--- src/rtl/reset_pkg.sv ---
// Shared definitions for the reset sequencer.
// Contents: FSM state encoding, cause register bit positions and reset values,
// and a small max helper used to size counters.
package reset_pkg;

    typedef enum logic [1:0] {
        StPorHold,
        StHold,
        StStagger,
        StRun
    } rst_state_e;

    localparam int unsigned CauseBitPor  = 0;
    localparam int unsigned CauseBitWdt  = 1;
    localparam int unsigned CauseBitTrap = 2;
    localparam int unsigned CauseBitExt  = 3;
    localparam int unsigned CauseBitSw   = 4;

    localparam logic [7:0] CauseRstVal  = 8'h01;
    localparam logic [7:0] CauseValidMask = 8'h1F;
    localparam logic [7:0] HoldRstVal   = 8'd16;

    function automatic int unsigned max_u(input int unsigned a, input int unsigned b);
        return (a > b) ? a : b;
    endfunction

endpackage

--- src/rtl/reset_sequencer_if.sv ---
// Register/control bus of the reset sequencer.
// master: drives hold/cause writes and the software reset strobe, reads hold_out/cause_out.
// slave : the sequencer side.
interface reset_sequencer_if;

    logic [7:0] hold_in;
    logic       hold_write;
    logic [7:0] cause_in;
    logic       cause_write;
    logic       sw_reset;
    logic [7:0] hold_out;
    logic [7:0] cause_out;

    modport master (
        output hold_in, hold_write, cause_in, cause_write, sw_reset,
        input  hold_out, cause_out
    );

    modport slave (
        input  hold_in, hold_write, cause_in, cause_write, sw_reset,
        output hold_out, cause_out
    );

endinterface

--- src/rtl/reset_debounce.sv ---
// Synchronizer and debouncer for the external reset button.
// Ports:
//   clk_i        system clock
//   rst_ni       asynchronous active-low reset
//   ext_reset_ni raw asynchronous button input, active-low
//   event_o      single-cycle pulse, once per qualified low period
module reset_debounce #(
    parameter int unsigned DEBOUNCE_CYCLES = 16
) (
    input  logic clk_i,
    input  logic rst_ni,
    input  logic ext_reset_ni,
    output logic event_o
);

    localparam int unsigned CntW = $clog2(DEBOUNCE_CYCLES + 1);
    localparam logic [CntW-1:0] CntLast = CntW'(DEBOUNCE_CYCLES - 1);

    logic [1:0]      sync_q;
    logic [CntW-1:0] cnt_q, cnt_d;
    logic            fired_q, fired_d;
    logic            event_q, event_d;

    always_comb begin
        cnt_d   = cnt_q;
        fired_d = fired_q;
        event_d = 1'b0;
        if (sync_q[1]) begin
            cnt_d   = '0;
            fired_d = 1'b0;
        end else if (!fired_q) begin
            // fired_q blocks further pulses until the button is released
            if (cnt_q == CntLast) begin
                event_d = 1'b1;
                fired_d = 1'b1;
            end else begin
                cnt_d = cnt_q + CntW'(1);
            end
        end
    end

    always_ff @(posedge clk_i or negedge rst_ni) begin
        if (!rst_ni) begin
            sync_q  <= 2'b11;
            cnt_q   <= '0;
            fired_q <= 1'b0;
            event_q <= 1'b0;
        end else begin
            sync_q  <= {sync_q[0], ext_reset_ni};
            cnt_q   <= cnt_d;
            fired_q <= fired_d;
            event_q <= event_d;
        end
    end

    assign event_o = event_q;

endmodule

--- src/rtl/reset_sequencer.sv ---
// Reset sequencer: holds peripherals and CPU in reset after power-on and after
// any reset event, releasing peripherals first and the CPU STAGGER_CYCLES later.
// Ports:
//   clk              system clock
//   power_on_reset_n asynchronous active-low power-on reset
//   wdt_reset, trap  synchronous active-high reset requests
//   ext_reset_n      asynchronous active-low button
//   bus              hold/cause register access and software reset (slave)
//   periph_reset     active-high peripheral reset (registered)
//   cpu_reset        active-high CPU reset (registered)
module reset_sequencer
    import reset_pkg::*;
#(
    parameter int unsigned POR_CYCLES      = 64,
    parameter int unsigned STAGGER_CYCLES  = 4,
    parameter int unsigned DEBOUNCE_CYCLES = 16
) (
    input  logic               clk,
    input  logic               power_on_reset_n,
    input  logic               wdt_reset,
    input  logic               trap,
    input  logic               ext_reset_n,
    reset_sequencer_if.slave   bus,
    output logic               periph_reset,
    output logic               cpu_reset
);

    // Wide enough for the POR/stagger counts and an 8-bit hold length.
    localparam int unsigned CntW =
        max_u(max_u($clog2(POR_CYCLES), $clog2(STAGGER_CYCLES)), 8);
    localparam logic [CntW-1:0] PorLast     = CntW'(POR_CYCLES - 1);
    localparam logic [CntW-1:0] StaggerLast = CntW'(STAGGER_CYCLES - 1);

    rst_state_e      state_q, state_d;
    logic [CntW-1:0] cnt_q, cnt_d;
    logic [7:0]      hold_len_q, hold_len_d;
    logic            periph_q, periph_d;
    logic            cpu_q, cpu_d;
    logic [7:0]      hold_q, hold_d;
    logic [7:0]      cause_q, cause_d;

    logic            ext_event;
    logic            sw_ok;
    logic [7:0]      set_bits;
    logic [7:0]      clr_mask;
    logic            any_event;

    reset_debounce #(
        .DEBOUNCE_CYCLES (DEBOUNCE_CYCLES)
    ) u_debounce (
        .clk_i        (clk),
        .rst_ni       (power_on_reset_n),
        .ext_reset_ni (ext_reset_n),
        .event_o      (ext_event)
    );

    // Software-side accesses are only honoured while the CPU is out of reset.
    assign sw_ok = bus.sw_reset & ~cpu_q;

    always_comb begin
        set_bits               = '0;
        set_bits[CauseBitWdt]  = wdt_reset;
        set_bits[CauseBitTrap] = trap;
        set_bits[CauseBitExt]  = ext_event;
        set_bits[CauseBitSw]   = sw_ok;
    end

    assign any_event = |set_bits;
    assign clr_mask  = (bus.cause_write && !cpu_q) ? bus.cause_in : 8'h00;
    // Set wins over clear.
    assign cause_d   = ((cause_q & ~clr_mask) | set_bits) & CauseValidMask;
    assign hold_d    = (bus.hold_write && !cpu_q) ? bus.hold_in : hold_q;

    // Next-state logic
    always_comb begin
        state_d    = state_q;
        cnt_d      = cnt_q;
        hold_len_d = hold_len_q;
        if (state_q != StPorHold && any_event) begin
            // Every event (re)starts HOLD with the length latched at entry.
            state_d    = StHold;
            cnt_d      = '0;
            hold_len_d = (hold_q == 8'd0) ? 8'd1 : hold_q;
        end else begin
            unique case (state_q)
                StPorHold: begin
                    if (cnt_q == PorLast) begin
                        state_d = StStagger;
                        cnt_d   = '0;
                    end else begin
                        cnt_d = cnt_q + CntW'(1);
                    end
                end
                StHold: begin
                    if (cnt_q == CntW'(hold_len_q - 8'd1)) begin
                        state_d = StStagger;
                        cnt_d   = '0;
                    end else begin
                        cnt_d = cnt_q + CntW'(1);
                    end
                end
                StStagger: begin
                    if (cnt_q == StaggerLast) begin
                        state_d = StRun;
                        cnt_d   = '0;
                    end else begin
                        cnt_d = cnt_q + CntW'(1);
                    end
                end
                StRun: begin
                end
            endcase
        end
    end

    // Outputs decoded from the next state so they can be registered.
    always_comb begin
        periph_d = (state_d == StPorHold) || (state_d == StHold);
        cpu_d    = (state_d != StRun);
    end

    always_ff @(posedge clk or negedge power_on_reset_n) begin
        if (!power_on_reset_n) begin
            state_q    <= StPorHold;
            cnt_q      <= '0;
            hold_len_q <= HoldRstVal;
            periph_q   <= 1'b1;
            cpu_q      <= 1'b1;
        end else begin
            state_q    <= state_d;
            cnt_q      <= cnt_d;
            hold_len_q <= hold_len_d;
            periph_q   <= periph_d;
            cpu_q      <= cpu_d;
        end
    end

    always_ff @(posedge clk or negedge power_on_reset_n) begin
        if (!power_on_reset_n) begin
            hold_q  <= HoldRstVal;
            cause_q <= CauseRstVal;
        end else begin
            hold_q  <= hold_d;
            cause_q <= cause_d;
        end
    end

    assign periph_reset  = periph_q;
    assign cpu_reset     = cpu_q;
    assign bus.hold_out  = hold_q;
    assign bus.cause_out = cause_q;

endmodule

--- src/flat_wrapper.sv ---
// flat-port wrapper written by rule: the top's interface ports become plain ports
module reset_sequencer_flat import reset_pkg::*;
#(
    parameter int unsigned POR_CYCLES      = 64,
    parameter int unsigned STAGGER_CYCLES  = 4,
    parameter int unsigned DEBOUNCE_CYCLES = 16
)
  (clk, power_on_reset_n, wdt_reset, trap, ext_reset_n, periph_reset, cpu_reset, bus_hold_in, bus_hold_write, bus_cause_in, bus_cause_write, bus_sw_reset, bus_hold_out, bus_cause_out);
  reset_sequencer_if bus_i ();
  input  logic clk;
  input  logic power_on_reset_n;
  input  logic wdt_reset;
  input  logic trap;
  input  logic ext_reset_n;
  output logic periph_reset;
  output logic cpu_reset;
  input wire logic [$bits(bus_i.hold_in)-1:0] bus_hold_in;
  input wire logic [$bits(bus_i.hold_write)-1:0] bus_hold_write;
  input wire logic [$bits(bus_i.cause_in)-1:0] bus_cause_in;
  input wire logic [$bits(bus_i.cause_write)-1:0] bus_cause_write;
  input wire logic [$bits(bus_i.sw_reset)-1:0] bus_sw_reset;
  output wire logic [$bits(bus_i.hold_out)-1:0] bus_hold_out;
  output wire logic [$bits(bus_i.cause_out)-1:0] bus_cause_out;
  assign bus_i.hold_in = bus_hold_in;
  assign bus_i.hold_write = bus_hold_write;
  assign bus_i.cause_in = bus_cause_in;
  assign bus_i.cause_write = bus_cause_write;
  assign bus_i.sw_reset = bus_sw_reset;
  assign bus_hold_out = bus_i.hold_out;
  assign bus_cause_out = bus_i.cause_out;
  reset_sequencer #(.POR_CYCLES(POR_CYCLES), .STAGGER_CYCLES(STAGGER_CYCLES), .DEBOUNCE_CYCLES(DEBOUNCE_CYCLES)) u_core (.clk(clk), .power_on_reset_n(power_on_reset_n), .wdt_reset(wdt_reset), .trap(trap), .ext_reset_n(ext_reset_n), .bus(bus_i), .periph_reset(periph_reset), .cpu_reset(cpu_reset));
endmodule
--- config.mk ---
export PLATFORM = sky130hd
export DESIGN_NAME = reset_sequencer_flat
export DESIGN_NICKNAME = d
export VERILOG_FILES = /design/src/rtl/reset_pkg.sv /design/src/rtl/reset_sequencer_if.sv /design/src/rtl/reset_debounce.sv /design/src/rtl/reset_sequencer.sv /design/src/flat_wrapper.sv
export SDC_FILE = /design/constraint.sdc
export NUM_CORES = 1
export LEC_CHECK = 0
export BUFFER_PORTS_ARGS = -buffer_cell sky130_fd_sc_hd__buf_2
export CORE_MARGIN = 2
export CORE_UTILIZATION = 42
export DETAILED_ROUTE_END_ITERATION = 10
export PLACE_DENSITY_LB_ADDON = 0.1
export SYNTH_ARGS = -nofsm -noshare
export SYNTH_HDL_FRONTEND = slang
export SYNTH_SLANG_ARGS = --single-unit
--- constraint.sdc ---
create_clock -name clk -period 4.25 [get_ports clk]
set_input_delay 0.425 -clock clk [delete_from_list [all_inputs] [get_ports clk]]
set_output_delay 0.425 -clock clk [all_outputs]
set_load 0.005 [all_outputs]
==> results.py <==
metrics = {
    "status": {
        "status": "complete, no violations",
    },
    "clock_tree": {
        "clk_latency_ps": 290,
        "cts_tree": "yes",
        "cts.clk_slew.worst_paths_ps": 80,
        "hold_buffers": 0,
        "cts_buffers": 5,
        "post-cts-setup-buffers": 0,
        "cts-resized-gates": 0,
        "cts.path.max_buffers": 2,
        "cts_max_level": 2,
        "root_buffer": "clkbuf_8",
        "cts.sinks": 42,
    },
    "worst_hold_path": {
        "holdCritPathClass": "in -> reg",
        "hold_start": "ext_reset_n",
        "holdPathEnd": "u_core.u_debounce.sync_q[0]$_DFF_PN1_",
        "hold_path_depth": 1,
    },
    "setup_path": {
        "ff2ff_setup_slack_ps": 2040,
        "arrival_ps": 2380,
        "crit_path_max_incr_delay_ps": 440,
        "ff2ff_path_depth": 8,
        "cpLargestDelayFamily": "compound AO/OA/AOI/OAI gates",
        "rr_endpoint": "u_core.cnt_q[5]$_DFFE_PN0P_",
        "crit_path_end_kind": "flop",
        "worstSetupStartpointType": "flop",
        "cp_slowest_cell": "dfrtp_1",
        "critPathRequiredTime_ps": 4420,
        "worstReg2RegStart": "u_core.hold_len_q[0]$_DFFE_PN0P_",
        "crit_buf_inv": 1,
        "cp_max_fo": 8,
        "criticalPathCategory": "reg -> reg",
        "path_cells": "inv_1 > ha_1 > nor2b_1 > a21oi_1 > nor4_4 > a31oi_4 > o221ai_4 > o211ai_1",
    },
    "place": {
        "portBuffers": 35,
        "dp_slack_ps": 2030,
        "place_inst": 312,
        "gp_congestion": 0.765,
        "dpl.hpwl_mm": 3.01,
    },
    "yosys": {
        "synth_ff_type": "dfrtp_1",
        "synth_area_leader_cell": "dfrtp_1",
        "synth_top_cell_area_share": 0.386,
        "synth_cell_type_count": 51,
        "yosys-top-cells-area": "dfrtp_1 (39%), dfstp_2 (8.1%), mux2_2 (6.9%), ha_1 (5.0%), nand2_1 (4.1%)",
        "synthCells": 213,
        "synth_area_sq_um": 2270,
        "ys_ff_latch": 42,
        "seq_area_frac_synth": 0.467,
        "syn_area_per_cell_sq_um": 10.7,
        "synth-edff-count": 0,
        "synth_warnings": 0,
        "async_flop_share": 1.00,
    },
    "global_route": {
        "grt_first_pass_wirelength_mm": 7.16,
        "grt_overflow": 0,
        "antenna_found_initial": 0,
        "grt_usage": 0.150,
        "grt_start_max_net_pins": 43,
        "grt_pass1_vias": 1586,
    },
    "drt": {
        "first_pass_iters": 4,
        "drc": 0,
        "route.met3.wl_um": 188,
        "routed_wl_mm": 4.11,
        "highest_layer": "met4",
        "wl_met2_mm": 1.80,
        "postRouteAntennaNets": 0,
        "drt-wirelength-per-cell_um": 12.9,
        "wl_met1_mm": 2.06,
        "drt_iter0_markers": 83,
        "vias_per_cell": 5.18,
        "vias": 1653,
    },
    "timing": {
        "fin_crit_sh": 0.521,
        "finalMaxSlewViolations": 0,
        "fmax_mhz": 452,
        "rsz0062_at_grt": "no",
        "max-slew-margin-rel": 0.351,
        "tns_ps": 0,
        "post-route-min-period_ps": 2210,
        "skew_ps": 5.32,
        "final-hold-violation-count": 0,
        "fin_ws_ps": 2040,
        "setup_violations": 0,
        "worst_pin_slew_ps": 973,
    },
    "finish": {
        "nFillCells": 486,
        "areaGrowthSynthToFinish_pct": 14.3,
        "multi_input_area_sq_um": 1130,
        "fin_nets": 282,
        "instances_no_fill": 319,
        "register_area_sq_um": 1060,
        "diodes": 0,
        "layout-drive-gt1-share": 0.285,
        "final_cell_mix": "buf_2 (35), dfrtp_1 (35), nand2_1 (25)",
    },
    "die": {
        "core_area_sq_um": 5170,
        "die_h_um": 77.5,
        "std_cell_rows": 26,
        "dieArea_sq_um": 6010,
        "fp.dieW_um": 77.5,
        "io_pins": 42,
        "start_util": 0.439,
    },
    "pwr": {
        "p_per_area_nw_per_um2": 522,
        "ir_worst_vdd_mv": 0.290,
        "p_leak_nw": 1.20,
    },
    "run": {
        "cap_viol_max_count": 0,
    },
}
-- sequential cells by signal (all words and copies together) (netlist names) --
name	count
u_core.u_debounce.sync_q	2
u_core.bus.cause_out	5
u_core.u_debounce.fired_q	1
u_core.hold_len_q	8
u_core.bus.hold_out	8
u_core.cpu_reset	1
u_core.periph_reset	1
u_core.u_debounce.cnt_q	5
u_core.u_debounce.event_o	1
u_core.state_q	2
u_core.cnt_q	8
-- per-layer routing --
metal | GRT usage | up-vias
li1 | - | 828
met1 | 0.201 | 781
met2 | 0.229 | 37
met3 | 0.0407 | 7
met4 | 0.0643 | 0
met5 | 0 | -
-- cells in the mapped netlist, drive strengths merged (2+ instances only) --
master  count
o21ai      12
xnor2       6
a31o        2
nand2      25
nor2       13
ha          9
inv         9
nand2b      2
nand4       6
nor3        4
clkbuf      2
nor4        2
dfrtp      35
a21oi       4
dfstp       7
nand3       4
and3        3
nand3b      2
buf         6
xor2        7
or2         3
a211o       2
mux2       14
nor3b       3
o221ai      3
a21o        3
o211ai      5
nor2b       6
-- worst max path at each step --
stage	to	cells after the start	start	slack (ps)
CTS	u_core.cnt_q[3]$_DFFE_PN0P_	8	u_core.hold_len_q[0]$_DFFE_PN0P_	2010
global route	u_core.cnt_q[5]$_DFFE_PN0P_	8	u_core.hold_len_q[0]$_DFFE_PN0P_	1870
finish	u_core.cnt_q[5]$_DFFE_PN0P_	8	u_core.hold_len_q[0]$_DFFE_PN0P_	2040
floorplan	u_core.cnt_q[3]$_DFFE_PN0P_	8	u_core.hold_len_q[0]$_DFFE_PN0P_	2300
detailed placement	u_core.cnt_q[5]$_DFFE_PN0P_	8	u_core.hold_len_q[0]$_DFFE_PN0P_	2030
global placement	u_core.cnt_q[3]$_DFFE_PN0P_	8	u_core.hold_len_q[0]$_DFFE_PN0P_	2040
-- through the flow --
step / total power, W / util / hold slack [ps] / area, sq um
final: 0.00135 / 0.502 / 228 / 2600
after global routing: 0.00146 / 0.502 / 202 / 2600
after CTS: 0.00138 / 0.502 / 213 / 2600
after detailed placement: 0.00105 / 0.480 / 348 / 2480
after global placement: 0.00105 / 0.480 / 346 / 2480
after floorplan: 0.000923 / - / 129 / 2280
-- final cells by class --
class / count / area share
inverters: 9 / 0.0130
repair buffers: 35 / 0.0675
clock inverters: 1 / 0.0116
clock buffers: 6 / 0.0318
multi-input cells: 156 / 0.434
flip-flops and latches: 42 / 0.408
well taps: 70 / 0.0337
-- kinds of logic (layout without fill, tap and decap cells) --
kind of cell | Yosys count | in the layout | share of synthesized area
buf+inv | 17 | 51 | 0.0402
mux | 14 | 14 | 0.0694
other cells | 1 | 3 | 0.00165
fa+ha+maj | 9 | 9 | 0.0496
xor+xnor | 13 | 13 | 0.0501
simple gates | 77 | 77 | 0.186
compound gates | 40 | 40 | 0.137
flops | 42 | 42 | 0.467
-- power by group --
| part | switching (W) | internal, W | leakage [nW] |
|---|---|---|---|
| Clock | 0.000130 | 0.000188 | 0.0573 |
| Sequential | 0.0000986 | 0.000494 | 0.523 |
| Combinational | 0.000222 | 0.000223 | 0.620 |
| Total | 0.000450 | 0.000905 | 1.20 |
Power figures use the tool's default switching activity.
